File: config.mk
export PLATFORM = sky130hd
export DESIGN_NAME = id_ex_stage_g7
export DESIGN_NICKNAME = d
export VERILOG_FILES = /design/src/rtl/id_ex_stage_g7.sv
export SDC_FILE = /design/constraint.sdc
export NUM_CORES = 1
export LEC_CHECK = 0
export CAP_MARGIN = 20
export CORE_ASPECT_RATIO = 1.5
export CORE_MARGIN = 4
export CORE_UTILIZATION = 46
export DETAILED_ROUTE_END_ITERATION = 6
export PLACE_DENSITY = 0.91
export SYNTH_ARGS = -nofsm -noshare
export SYNTH_HDL_FRONTEND = slang
export SYNTH_SLANG_ARGS = --single-unit
File: constraint.sdc
create_clock -name clk -period 6.7 [get_ports clk]
set_clock_uncertainty 0.2 [all_clocks]
set_input_delay 1.34 -clock clk [delete_from_list [all_inputs] [get_ports clk]]
set_output_delay 1.34 -clock clk [all_outputs]
set_load 0.005 [all_outputs]
File: src/rtl/id_ex_stage_g7.sv
// ID/EX pipeline register with EX/MEM and MEM/WB operand forwarding and
// load-use hazard detection, feeding operands and opcode to alu_g7.
module id_ex_stage_g7 #(
  parameter int unsigned FWD_EN = 1
) (
  input  logic        clk,
  input  logic        rst_n,
  input  logic        id_valid,
  input  logic [31:0] id_rs1_data,
  input  logic [31:0] id_rs2_data,
  input  logic [31:0] id_imm,
  input  logic [4:0]  id_rs1,
  input  logic [4:0]  id_rs2,
  input  logic [4:0]  id_rd,
  input  logic        id_alu_src,
  input  logic [3:0]  id_alu_control,
  input  logic        id_reg_write,
  input  logic        id_mem_read,
  input  logic        id_mem_write,
  input  logic        stall,
  input  logic        flush,
  input  logic [4:0]  mem_rd,
  input  logic        mem_reg_write,
  input  logic [31:0] mem_result,
  input  logic [4:0]  wb_rd,
  input  logic        wb_reg_write,
  input  logic [31:0] wb_result,
  output logic        ex_valid,
  output logic [31:0] ex_a,
  output logic [31:0] ex_b,
  output logic [31:0] ex_store_data,
  output logic [3:0]  ex_alu_control,
  output logic [4:0]  ex_rd,
  output logic        ex_reg_write,
  output logic        ex_mem_read,
  output logic        ex_mem_write,
  output logic        load_use_stall
);

  localparam logic [3:0] ALU_ADD = 4'b0000;

  logic        valid_q;
  logic [4:0]  rs1_q, rs2_q, rd_q;
  logic [31:0] rs1_data_q, rs2_data_q, imm_q;
  logic        alu_src_q;
  logic [3:0]  alu_ctl_q;
  logic        rw_q, mr_q, mw_q;
  logic        hazard;
  logic        mem_hit_a, wb_hit_a, mem_hit_b, wb_hit_b;
  logic [31:0] fwd_a, fwd_b;

  // A store reads rs2 as data even though operand b is its immediate.
  always_comb begin
    hazard = valid_q & mr_q & (rd_q != '0) & id_valid &
             ((rd_q == id_rs1) | ((rd_q == id_rs2) & (~id_alu_src | id_mem_write)));
  end

  always_ff @(posedge clk or negedge rst_n) begin
    if (!rst_n) begin
      valid_q    <= 1'b0;
      rs1_q      <= '0;
      rs2_q      <= '0;
      rd_q       <= '0;
      rs1_data_q <= '0;
      rs2_data_q <= '0;
      imm_q      <= '0;
      alu_src_q  <= 1'b0;
      alu_ctl_q  <= ALU_ADD;
      rw_q       <= 1'b0;
      mr_q       <= 1'b0;
      mw_q       <= 1'b0;
    end else if (flush || (!stall && hazard)) begin
      // Bubble: only the control bits are killed; operand regs hold.
      valid_q <= 1'b0;
      rw_q    <= 1'b0;
      mr_q    <= 1'b0;
      mw_q    <= 1'b0;
    end else if (!stall) begin
      valid_q    <= id_valid;
      rs1_q      <= id_rs1;
      rs2_q      <= id_rs2;
      rd_q       <= id_rd;
      rs1_data_q <= id_rs1_data;
      rs2_data_q <= id_rs2_data;
      imm_q      <= id_imm;
      alu_src_q  <= id_alu_src;
      alu_ctl_q  <= id_alu_control;
      rw_q       <= id_reg_write & id_valid;
      mr_q       <= id_mem_read & id_valid;
      mw_q       <= id_mem_write & id_valid;
    end
  end

  always_comb begin
    mem_hit_a = (FWD_EN != 0) && mem_reg_write && (mem_rd != '0) && (mem_rd == rs1_q);
    wb_hit_a  = (FWD_EN != 0) && wb_reg_write  && (wb_rd  != '0) && (wb_rd  == rs1_q);
    mem_hit_b = (FWD_EN != 0) && mem_reg_write && (mem_rd != '0) && (mem_rd == rs2_q);
    wb_hit_b  = (FWD_EN != 0) && wb_reg_write  && (wb_rd  != '0) && (wb_rd  == rs2_q);

    fwd_a = rs1_data_q;
    if (mem_hit_a)     fwd_a = mem_result;
    else if (wb_hit_a) fwd_a = wb_result;

    fwd_b = rs2_data_q;
    if (mem_hit_b)     fwd_b = mem_result;
    else if (wb_hit_b) fwd_b = wb_result;
  end

  assign ex_valid       = valid_q;
  assign ex_a           = fwd_a;
  assign ex_b           = alu_src_q ? imm_q : fwd_b;
  assign ex_store_data  = fwd_b;
  assign ex_alu_control = alu_ctl_q;
  assign ex_rd          = rd_q;
  assign ex_reg_write   = rw_q & valid_q;
  assign ex_mem_read    = mr_q & valid_q;
  assign ex_mem_write   = mw_q & valid_q;
  assign load_use_stall = hazard;

endmodule

# After elaboration in Yosys (flattened, before gate mapping)
# Index checks and enable logic that the tools add are counted.
[word_totals] output_inout_bits=110 regBits=120 wordCells=60
[classes] n_reduce_logical=13 muxes=13 n_bitwise=15 eq_ne=7
[ops] operator="two-way mux 32 bit" n=5
[ops] operator="== test 5 bit" n=6
[ops] operator="nonzero test 5 bit" n=3
[ops] operator="AND 1 bit" n=10
[ops] operator="two-way mux 1 bit" n=8
[ops] operator="logical AND 1 bit" n=7
[ops] operator="NOT 1 bit" n=3
[ops] operator="!= test 2 x 1 -> 1 bit, second input constant" n=1
[ops] operator="OR 1 bit" n=2
[ops] operator="AND reduction 2 bit" n=1
[ops] operator="logical NOT 1 bit" n=1
[ops] operator="logical OR 1 bit" n=1

# Longest topological paths before layout
# Gate-level depths: netlist of the first run.
[logic_depth] word_depth=9 ltp_mapped=8 mapped_depth_nobuf=6

# Least setup slack after synthesis of the first run
# Ideal clock, no wire load.
[synth_path] path_kind="input to output" start="in wb_rd[1]" end="out ex_b[0]" t_arrival_ns=2.947 path_slack_ns=2.213 stages=8 path_cell_list="or4_1 > o211ai_1 > or3_1 > buf_2 > buf_2 > nand2_1 > a31oi_1 > mux2_2"
[synth_via] elab_chain_cells=6 word_cells_on_any_way=7 classes_between="eq/ne (1); mux (3); reduce/logical (3)"
[synth_rtl] element="from (decl)" line="25" source="input logic [4:0] wb_rd,"
[synth_rtl] element="nonzero test 5 bit" line="98" source="wb_hit_b = (FWD_EN != 0) && wb_reg_write && (wb_rd != '0) && (wb_rd == rs2_q);"
[synth_rtl] element="logical AND 1 bit" line="98"
[synth_rtl] element="logical AND 1 bit (*)" line="98"
[synth_rtl] element="two-way mux 32 bit (*)" line="106" source="else if (wb_hit_b) fwd_b = wb_result;"
[synth_rtl] element="two-way mux 32 bit (*)" line="105" source="if (mem_hit_b) fwd_b = mem_result;"
[synth_rtl] element="net ex_store_data[0]" line="31" source="output logic [31:0] ex_store_data,"
[synth_rtl] element="two-way mux 32 bit (*)" line="111" source="assign ex_b = alu_src_q ? imm_q : fwd_b;"
[synth_rtl] element="to (decl)" line="30" source="output logic [31:0] ex_b,"
# Mark *: on every way through the listed nets, which the timed path passes. The rest lies on a longest branch.

# Worst setup path after layout of the first run
[layout_path] start="in mem_rd[1]" end="out ex_b[12]"
[layout_via] elab_chain_cells=5 word_cells_on_any_way=6 classes_between="eq/ne (1); mux (2); reduce/logical (3)"
[layout_rtl] element="from (decl)" line="22" source="input logic [4:0] mem_rd,"
[layout_rtl] element="nonzero test 5 bit" line="97" source="mem_hit_b = (FWD_EN != 0) && mem_reg_write && (mem_rd != '0) && (mem_rd == rs2_q);"
[layout_rtl] element="logical AND 1 bit" line="97"
[layout_rtl] element="logical AND 1 bit (*)" line="97"
[layout_rtl] element="two-way mux 32 bit (*)" line="105"
[layout_rtl] element="two-way mux 32 bit (*)" line="111"
# Mark *: on every way between the ends. The rest lies on a longest branch, timed or not.

==> results.yml, run 1 <==
pwr:
  p_int_mw: 2.04
  p_seq_share_pct: 33.8
  p_clk_share_pct: 36.0
  powerDensity_nw_per_um2: 253
  switching_power_uw: 684
  p_sw_share_pct: 25.1
  p_leak_nw: 4.42
  peakVddDrop_mv: 0.159
  comb_power_share_pct: 30.2
global_route:
  grt.overflow.total: 0
  grt_pass1_vias: 6433
  antenna_found_initial: 2
  grt_start_max_net_pins: 69
  grt_usage_pct: 27.2
  grt_pass1_wl_um: 35200
critical_path:
  r2r_end: "rs1_data_q[12]"
  crit_path_frequent_cell: "clkdlybuf4s50_1"
  reg2reg_slack_ns: 3.40
  arrival_ns: 4.36
  r2r_start: "ex_rd[1]"
  worstPathMaxFanout: 30
  cp-start-kind: "input pin"
  cp_slowest_cell: "or4_1"
  crit_type: "in2out"
  worstPathRequired_ns: 5.16
  critPathMaxStageDelay_ns: 0.53
  crit_path_cell_trace: "clkdlybuf4s50_1 > or4_1 > o21ai_0 > or4_2 > buf_4 > nor2_1 > a31oi_1 > mux2_2 > clkdlybuf4s50_1"
  ff2ff_path_depth: 7
  end_kind: "primary output"
sta:
  finalCriticalPeriod_ns: 5.90
  slew_headroom_pct: 32.2
  fin_crit_sh_pct: 88.1
  max_clock_freq_mhz: 169
  hold_viol_final: 0
  finalMaxSlewViolations: 0
  setup_tns_ns: 0
  worst_slew_pin_slew_ns: 1.02
  setup_violations: 0
  rsz0062_at_grt: "no"
cts:
  clk_pin_slew_worst_paths_ns: 0.05
  cts_hold_buf: 0
  cts_buffer_depth: 2
  clock_latency_ns: 0.41
  htreeDepth: 4
  cts_resized: 0
  cts_setup_buffers: 0
  cts_sinks: 120
  cts_root_buf: "clkbuf_16"
  cts_tree: "built"
  cts_made_buffers: 17
logic_synthesis:
  ys_seq_elements: 120
  yosysUniqueCellTypes: 31
  synth_top_cells_by_count: "dfrtp_1, nand2_1, mux2_4"
  postSynthAreaPerCell_um2: 11.6
  netlist_area_um2: 6910
  yosysSeqAreaShare_pct: 43.5
  synth-edff-count: 0
  synthTopCellsByArea: "dfrtp_1, mux2_4, mux2_2"
  async_flop_share_pct: 100
  netlist.top_cell.by_area: "dfrtp_1"
  yosysMostFrequentCell: "dfrtp_1"
  syn-num-nets: 797
  synth_cells: 597
  yosysWarnings: 0
  ys.flop_type: "dfrtp_1"
  yosys.area.top_type_share_pct: 43.5
floorplanning:
  fp.dieH_um: 158
  row_count: 54
  die-area_um2: 17100
  core_um2: 14700
  fp.dieW_um: 108
  start_util_pct: 47.1
  io_pins: 310
place:
  portBuffers: 309
  place_area_um2: 10100
  globalplace.congestion: 0.878
  dpl.hpwl_um: 17400
worst_hold_path:
  worstHoldEndpoint: "rw_q"
  min_path_cells: 1
  min_path_type: "reg2reg"
  worstHoldStart: "rw_q"
detailed_routing:
  drt-total-wl_um: 23600
  via_per_inst: 5.35
  drt.antenna.violating_nets: 0
  drc: 0
  first_pass_iters: 5
  first_iter_violations: 232
  post_drt_wl_per_cell_um: 21.3
  vias: 5933
layout:
  drive_above_1_share_pct: 21.2
  area_delta_synth_final_pct: 55.9
  nets: 1099
  finalCoreUtilization_pct: 73.5
  final_area_um2: 10800
flow_run:
  max_cap_violations: 0
status:
  status: "finished, final reports clean"
[how the worst max path moves through the flow]
stage / from / to / slack (ns) / depth (start not counted)
6_report: mem_rd[1] / ex_b[12] / 0.80 / 9
5_1_grt: mem_rd[1] / ex_b[12] / 0.57 / 9
4_1_cts: mem_rd[1] / ex_b[12] / 0.82 / 9
3_5_place_dp: mem_rd[1] / ex_b[12] / 0.83 / 9
3_3_place_gp: mem_rd[1] / ex_b[30] / 0.90 / 9
2_1_floorplan: wb_rd[1] / ex_b[0] / 2.21 / 8
[logic make-up (layout without fill, tap and decap cells)]
family | after synthesis | after routing | share of synthesized area (%)
other | 0 | 2 | 0
xor gates and xnor gates | 28 | 28 | 3.55
muxes | 180 | 180 | 33.7
AOI/OAI and AO/OA | 74 | 74 | 6.45
DFF | 120 | 120 | 43.5
and+or+nand+nor | 151 | 151 | 9.00
buffers and inverters | 44 | 358 | 3.88
[stage by stage]
stage	cells	hold WS, ns	power [mW]	worst slack (ns)
after CTS	1107	0.287	2.74	0.820
final	1109	0.286	2.72	0.799
after global placement	1076	0.267	1.73	0.896
after floorplan	597	0.258	1.26	2.21
after detailed placement	1076	0.275	1.75	0.828
after global routing	1108	0.298	2.84	0.570
[sequential cells by signal, summed over array words and instances, names as in the netlist]
signal,count
rs1_q,5
ex_valid,1
mw_q,1
alu_src_q,1
imm_q,32
rs2_q,5
mr_q,1
ex_alu_control,4
rs2_data_q,32
rw_q,1
ex_rd,5
rs1_data_q,32
[final cells by class]
| cell class | instances | area [um2] |
|---|---|---|
| diodes | 2 | 5.00 |
| fillers | 1015 | 3890 |
| well taps | 196 | 245 |
| inverters | 4 | 15.0 |
| flip-flops and latches | 120 | 3000 |
| clock buffers | 23 | 488 |
| clock inverters | 8 | 143 |
| multi-input cells | 433 | 3660 |
| repair buffers | 323 | 3210 |
[critical path, delay by kind of cell]
family          cells  cell delay [ns]
compound gates      2             0.51
simple gates        3             0.95
mux                 1             0.21
buf+inv             3             1.33
[metal layers]
metal	wire length, um	vias up	global-route usage [%]
met3	1510	62	7.30
met4	974	2	12.9
met1	8610	2895	29.9
met2	12500	267	48.3
met5	11	-	0
li1	-	2707	-
[power by group through the flow]
stage / sequential [mW] / combinational, mW / clock, mW
floorplan: 0.890 / 0.372 / 0
global placement: 0.925 / 0.804 / 0
detailed placement: 0.930 / 0.819 / 0
CTS: 0.920 / 0.827 / 0.992
global route: 0.933 / 0.876 / 1.03
finish: 0.922 / 0.822 / 0.980
[layout by cell type (no fill, tap or decap), drive strengths merged, types with 4 or more instances in the layout]
master	count
bufinv	4
inv	4
a32o	4
clkdlybuf4s50	308
mux2i	32
or4	4
nand2	99
nor2	33
mux2	148
a31oi	32
xnor2	18
o21ai	33
clkbuf	23
xor2	10
dfrtp	120
buf	15
Note: power is estimated with default switching activity, not from simulation.
==> inputs of run 2 (changes only) <==
- CORE_AREA: unset -> 2 2 120 122
- CORE_ASPECT_RATIO: 1.5 -> unset
- CORE_MARGIN: 4 -> unset
- CORE_UTILIZATION: 46 -> unset
- DIE_AREA: unset -> 0 0 122 124
- DONT_BUFFER_PORTS: unset -> 1
- PLACE_DENSITY: 0.91 -> 0.69
==> run 2 against run 1 <==
Net effect:
- largest power group is now sequential cells
- wire length down 21%
- first-iteration DRC count up 41%
- combinational power down 48%
- sequential share of layout area up 12 points
- non-clock buffer count down 316
- flip-flop and latch count unchanged
- clock power down 15%
==> results.yml, run 2 (synthesized netlist as in run 1, its figures left out) <==
status:
  status: "finished, final reports clean"
global_route:
  grt_usage_pct: 23.3
  grt_start_max_net_pins: 121
  grt_pass1_wl_um: 26500
  grt.overflow.total: 0
  grt_pass1_vias: 4729
  antenna_found_initial: 1
sta:
  rsz0062_at_grt: "no"
  finalMaxSlewViolations: 0
  setup_tns_ns: 0
  fin_crit_sh_pct: 80.2
  finalCriticalPeriod_ns: 5.37
  max_clock_freq_mhz: 186
  setup_violations: 0
  worst_slew_pin_slew_ns: 1.11
  slew_headroom_pct: 25.8
  hold_viol_final: 0
critical_path:
  arrival_ns: 3.83
  worstPathRequired_ns: 5.16
  cp-startpoint: "mem_rd[1]"
  end_kind: "primary output"
  cp-start-kind: "input pin"
  r2r_start: "ex_rd[1]"
  ff2ff_path_depth: 7
  reg2reg_slack_ns: 2.69
  worstPathMaxFanout: 35
  endpoint: "ex_b[6]"
  r2r_end: "alu_src_q"
  crit_type: "in2out"
layout:
  final_common_cell: "dfrtp_1"
  nets: 783
  final_area_um2: 7500
  largestRegisters: "imm_q x32, rs1_data_q x32, rs2_data_q x32"
  drive_above_1_share_pct: 31.1
  final_cell_mix: "dfrtp_1, nand2_1, mux2_4"
  finalCoreUtilization_pct: 54.7
  final-instance-count-excl-fill: 776
  area_delta_synth_final_pct: 8.60
detailed_routing:
  drc: 0
  post_drt_wl_per_cell_um: 24.0
  via_per_inst: 5.93
  first_iter_violations: 326
  drt.antenna.violating_nets: 0
  first_pass_iters: 4
  drt-total-wl_um: 18600
  vias: 4598
pwr:
  p_leak_nw: 3.14
  peakVddDrop_mv: 0.251
  powerDensity_nw_per_um2: 290
cts:
  cts_hold_buf: 0
  htreeDepth: 4
  cts_sinks: 120
  cts_resized: 0
  cts_buffer_depth: 2
  cts_setup_buffers: 0
  clock_latency_ns: 0.40
  cts_tree: "built"
  cts_made_buffers: 17
  cts_root_buf: "clkbuf_16"
  clk_pin_slew_worst_paths_ns: 0.05
place:
  portBuffers: 0
  place_area_um2: 6960
  dp_cells: 744
  dpl.hpwl_um: 13400
  globalplace.congestion: 0.915
floorplanning:
  core_um2: 13700
  fp.dieH_um: 124
  fp.dieW_um: 122
  die-area_um2: 15100
  row_count: 43
  start_util_pct: 50.4
  io_pins: 310
flow_run:
  max_cap_violations: 0
worst_hold_path:
  min_path_type: "reg2reg"
-- run 2: per-stage QoR --
stage	hold WS, ns	power (mW)	worst slack [ns]
3_3_place_gp	0.266	1.34	1.38
3_5_place_dp	0.277	1.36	1.35
4_1_cts	0.289	2.20	1.34
2_1_floorplan	0.258	1.26	2.21
5_1_grt	0.299	2.27	1.11
6_report	0.284	2.18	1.33
-- run 2: worst max-delay path: stages --
cell and delay (ns):
or4_1 0.50, o21ai_0 0.26, or4_2 0.62, buf_4 0.41, nor2_1 0.07, a31oi_1 0.35, mux2_2 0.26
-- run 2: power breakdown --
group	leakage, nW	switching [mW]	total [mW]	internal [mW]
logic	1.45	0.184	0.426	0.243
clock network	0.267	0.310	0.829	0.520
registers	1.41	0.0888	0.919	0.831
-- run 2: final cells by class --
type / instances / area [um2]
timing repair buffer: 7 / 52.6
antenna: 2 / 5.00
tap: 180 / 225
inverter: 4 / 15.0
clock inverter: 10 / 80.1
multi-input combinational: 433 / 3660
fill: 1157 / 6220
clock buffer: 20 / 457
sequential: 120 / 3000
-- run 2: worst min path at each step --
stage / startpoint / end / slack [ns] / cells past startpoint
2_1_floorplan: mr_q / mr_q / 0.26 / 1
3_3_place_gp: mr_q / mr_q / 0.27 / 1
3_5_place_dp: rw_q / rw_q / 0.28 / 1
4_1_cts: rw_q / rw_q / 0.29 / 1
5_1_grt: rw_q / rw_q / 0.30 / 1
6_report: rw_q / rw_q / 0.28 / 1
-- run 2: metal layers --
layer / track usage, % / vias up / wire (um)
li1: - / 2068 / -
met1: 27.5 / 2281 / 7350
met2: 38.7 / 220 / 9270
met3: 9.11 / 29 / 1640
met4: 8.62 / 0 / 366
met5: 0 / - / 0
==> inputs of run 3 (changes only) <==
- clock period: 6.7 -> 4.97 ns (I/O delays scaled with it)
==> run 3 against run 2 <==
Net effect:
- utilization rose by 0.78 points
- total power grew 39%
- sequential share of layout area is 0.56 points lower
- register-to-register slack got worse by 0.76 ns
- via count is 1.8% higher
- setup slack worse by 0.62 ns
- clock power is 45% higher
- global-route usage rose by 0.29 points
- critical path type unchanged
- critical endpoint unchanged
==> results.yml, run 3 (synthesized netlist as in run 1, its figures left out) <==
status:
  status: "finished, final reports clean"
sta:
  slew_headroom_pct: 38.7
  setup_violations: 0
  finalMaxSlewViolations: 0
  finalCriticalPeriod_ns: 4.26
  max_clock_freq_mhz: 235
  hold_viol_final: 0
  fin_crit_sh_pct: 85.8
  setup_tns_ns: 0
  worst_slew_pin_slew_ns: 0.919
  rsz0062_at_grt: "no"
global_route:
  grt.overflow.total: 0
  grt_pass1_vias: 4827
  grt_usage_pct: 23.6
  grt_pass1_wl_um: 26800
  antenna_found_initial: 0
  grt_start_max_net_pins: 121
layout:
  final_common_cell: "dfrtp_1"
  nets: 788
  final-instance-count-excl-fill: 781
  largestRegisters: "imm_q x32, rs1_data_q x32, rs2_data_q x32"
  drive_above_1_share_pct: 31.7
  area_delta_synth_final_pct: 10.1
  fillers: 1156
  final_cell_mix: "dfrtp_1, nand2_1, mux2_4"
pwr:
  comb_power_share_pct: 19.4
  p_leak_nw: 3.19
  p_clk_share_pct: 39.6
  p_int_mw: 2.24
  peakVddDrop_mv: 0.196
  switching_power_uw: 779
  powerDensity_nw_per_um2: 397
  p_seq_share_pct: 40.9
  p_sw_share_pct: 25.8
floorplanning:
  core_um2: 13700
  die-area_um2: 15100
  io_pins: 310
  fp.dieH_um: 124
  row_count: 43
  fp.dieW_um: 122
  start_util_pct: 50.4
critical_path:
  arrival_ns: 3.07
  cp-startpoint: "wb_rd[1]"
  crit_buf_inv: 1
  r2r_end: "rs1_data_q[4]"
  end_kind: "primary output"
  path_depth: 7
  ff2ff_path_depth: 6
  reg2reg_slack_ns: 1.93
  cp-start-kind: "input pin"
  critPathMaxStageDelay_ns: 0.54
  crit_family: "simple AND/OR/NAND/NOR gates"
  crit_path_cell_trace: "or4_1 > o211ai_1 > or3_1 > buf_4 > nand2_1 > a31oi_1 > mux2_2"
  cp_slowest_cell: "or4_1"
  endpoint: "ex_b[6]"
  worstPathRequired_ns: 3.78
  r2r_start: "ex_rd[1]"
  crit_type: "in2out"
  worstPathMaxFanout: 32
flow_run:
  max_cap_violations: 0
place:
  portBuffers: 0
  dpl.hpwl_um: 13200
  dp_cells: 749
  globalplace.congestion: 0.937
detailed_routing:
  post_drt_wl_per_cell_um: 23.8
  first_iter_violations: 281
  drt.antenna.violating_nets: 0
  drc: 0
  via_per_inst: 5.99
  vias: 4682
  drt-total-wl_um: 18600
  first_pass_iters: 6
cts:
  cts_buffer_depth: 2
  cts_hold_buf: 0
  htreeDepth: 4
  cts_sinks: 120
  cts_made_buffers: 17
  clk_pin_slew_worst_paths_ns: 0.05
  cts_setup_buffers: 0
  cts_tree: "built"
  clock_latency_ns: 0.41
  cts_root_buf: "clkbuf_16"
  cts_resized: 0
worst_hold_path:
  min_path_type: "in2async"
[run 3: cell count changes in the layout (fill, tap and decap cells not counted)]
cell	before	now
clkbuf_8	2	4
bufinv_16	1	2
clkbuf_1	1	2
buf_12	0	2
diode_2	2	1
clkinv_2	7	4
buf_4	7	10
[run 3: layout make-up]
class,instances,area [um2],share of cell area [%]
diodes,1,2.50,0.0329
inverters,4,15.0,0.197
clock inverters,8,95.1,1.25
well taps,180,225,2.96
flip-flops and latches,120,3000,39.5
repair buffers,12,115,1.51
multi-input cells,433,3660,48.1
clock buffers,23,488,6.41
[run 3: worst min path at each step]
| stage | end | slack (ns) |
|---|---|---|
| 6_report | imm_q[20] | 0.08 |
| 5_1_grt | imm_q[31] | 0.05 |
| 4_1_cts | imm_q[20] | 0.05 |
| 3_5_place_dp | rs2_data_q[25] | 0.28 |
| 3_3_place_gp | mr_q | 0.27 |
| 2_1_floorplan | mr_q | 0.26 |
[run 3: power by group through the flow]
stage,clock network (mW),logic [mW],registers (mW)
2_1_floorplan,0,0.502,1.20
3_3_place_gp,0,0.574,1.24
3_5_place_dp,0,0.587,1.25
4_1_cts,1.23,0.591,1.24
5_1_grt,1.27,0.634,1.25
6_report,1.20,0.587,1.24
[run 3: per-stage QoR]
| stage | util [%] | worst slack (ns) | hold slack (ns) | total power [mW] | instance area, um2 |
|---|---|---|---|---|---|
| after floorplan | - | 1.18 | 0.258 | 1.70 | 6910 |
| after global placement | 51.2 | 0.757 | 0.265 | 1.82 | 7020 |
| after detailed placement | 51.2 | 0.711 | 0.280 | 1.84 | 7020 |
| after CTS | 55.4 | 0.714 | 0.0531 | 3.06 | 7610 |
| after global routing | 55.4 | 0.521 | 0.0531 | 3.16 | 7610 |
| final | 55.5 | 0.708 | 0.0777 | 3.02 | 7610 |
[run 3: layer usage]
layer	vias up	GRT usage [%]	wire [um]	share of wire [%]
met5	-	0	0	0
met4	0	9.63	395	2.1
met3	27	8.93	1880	10
met2	263	38.6	9150	49
met1	2311	28.1	7140	38
li1	2081	-	-	-
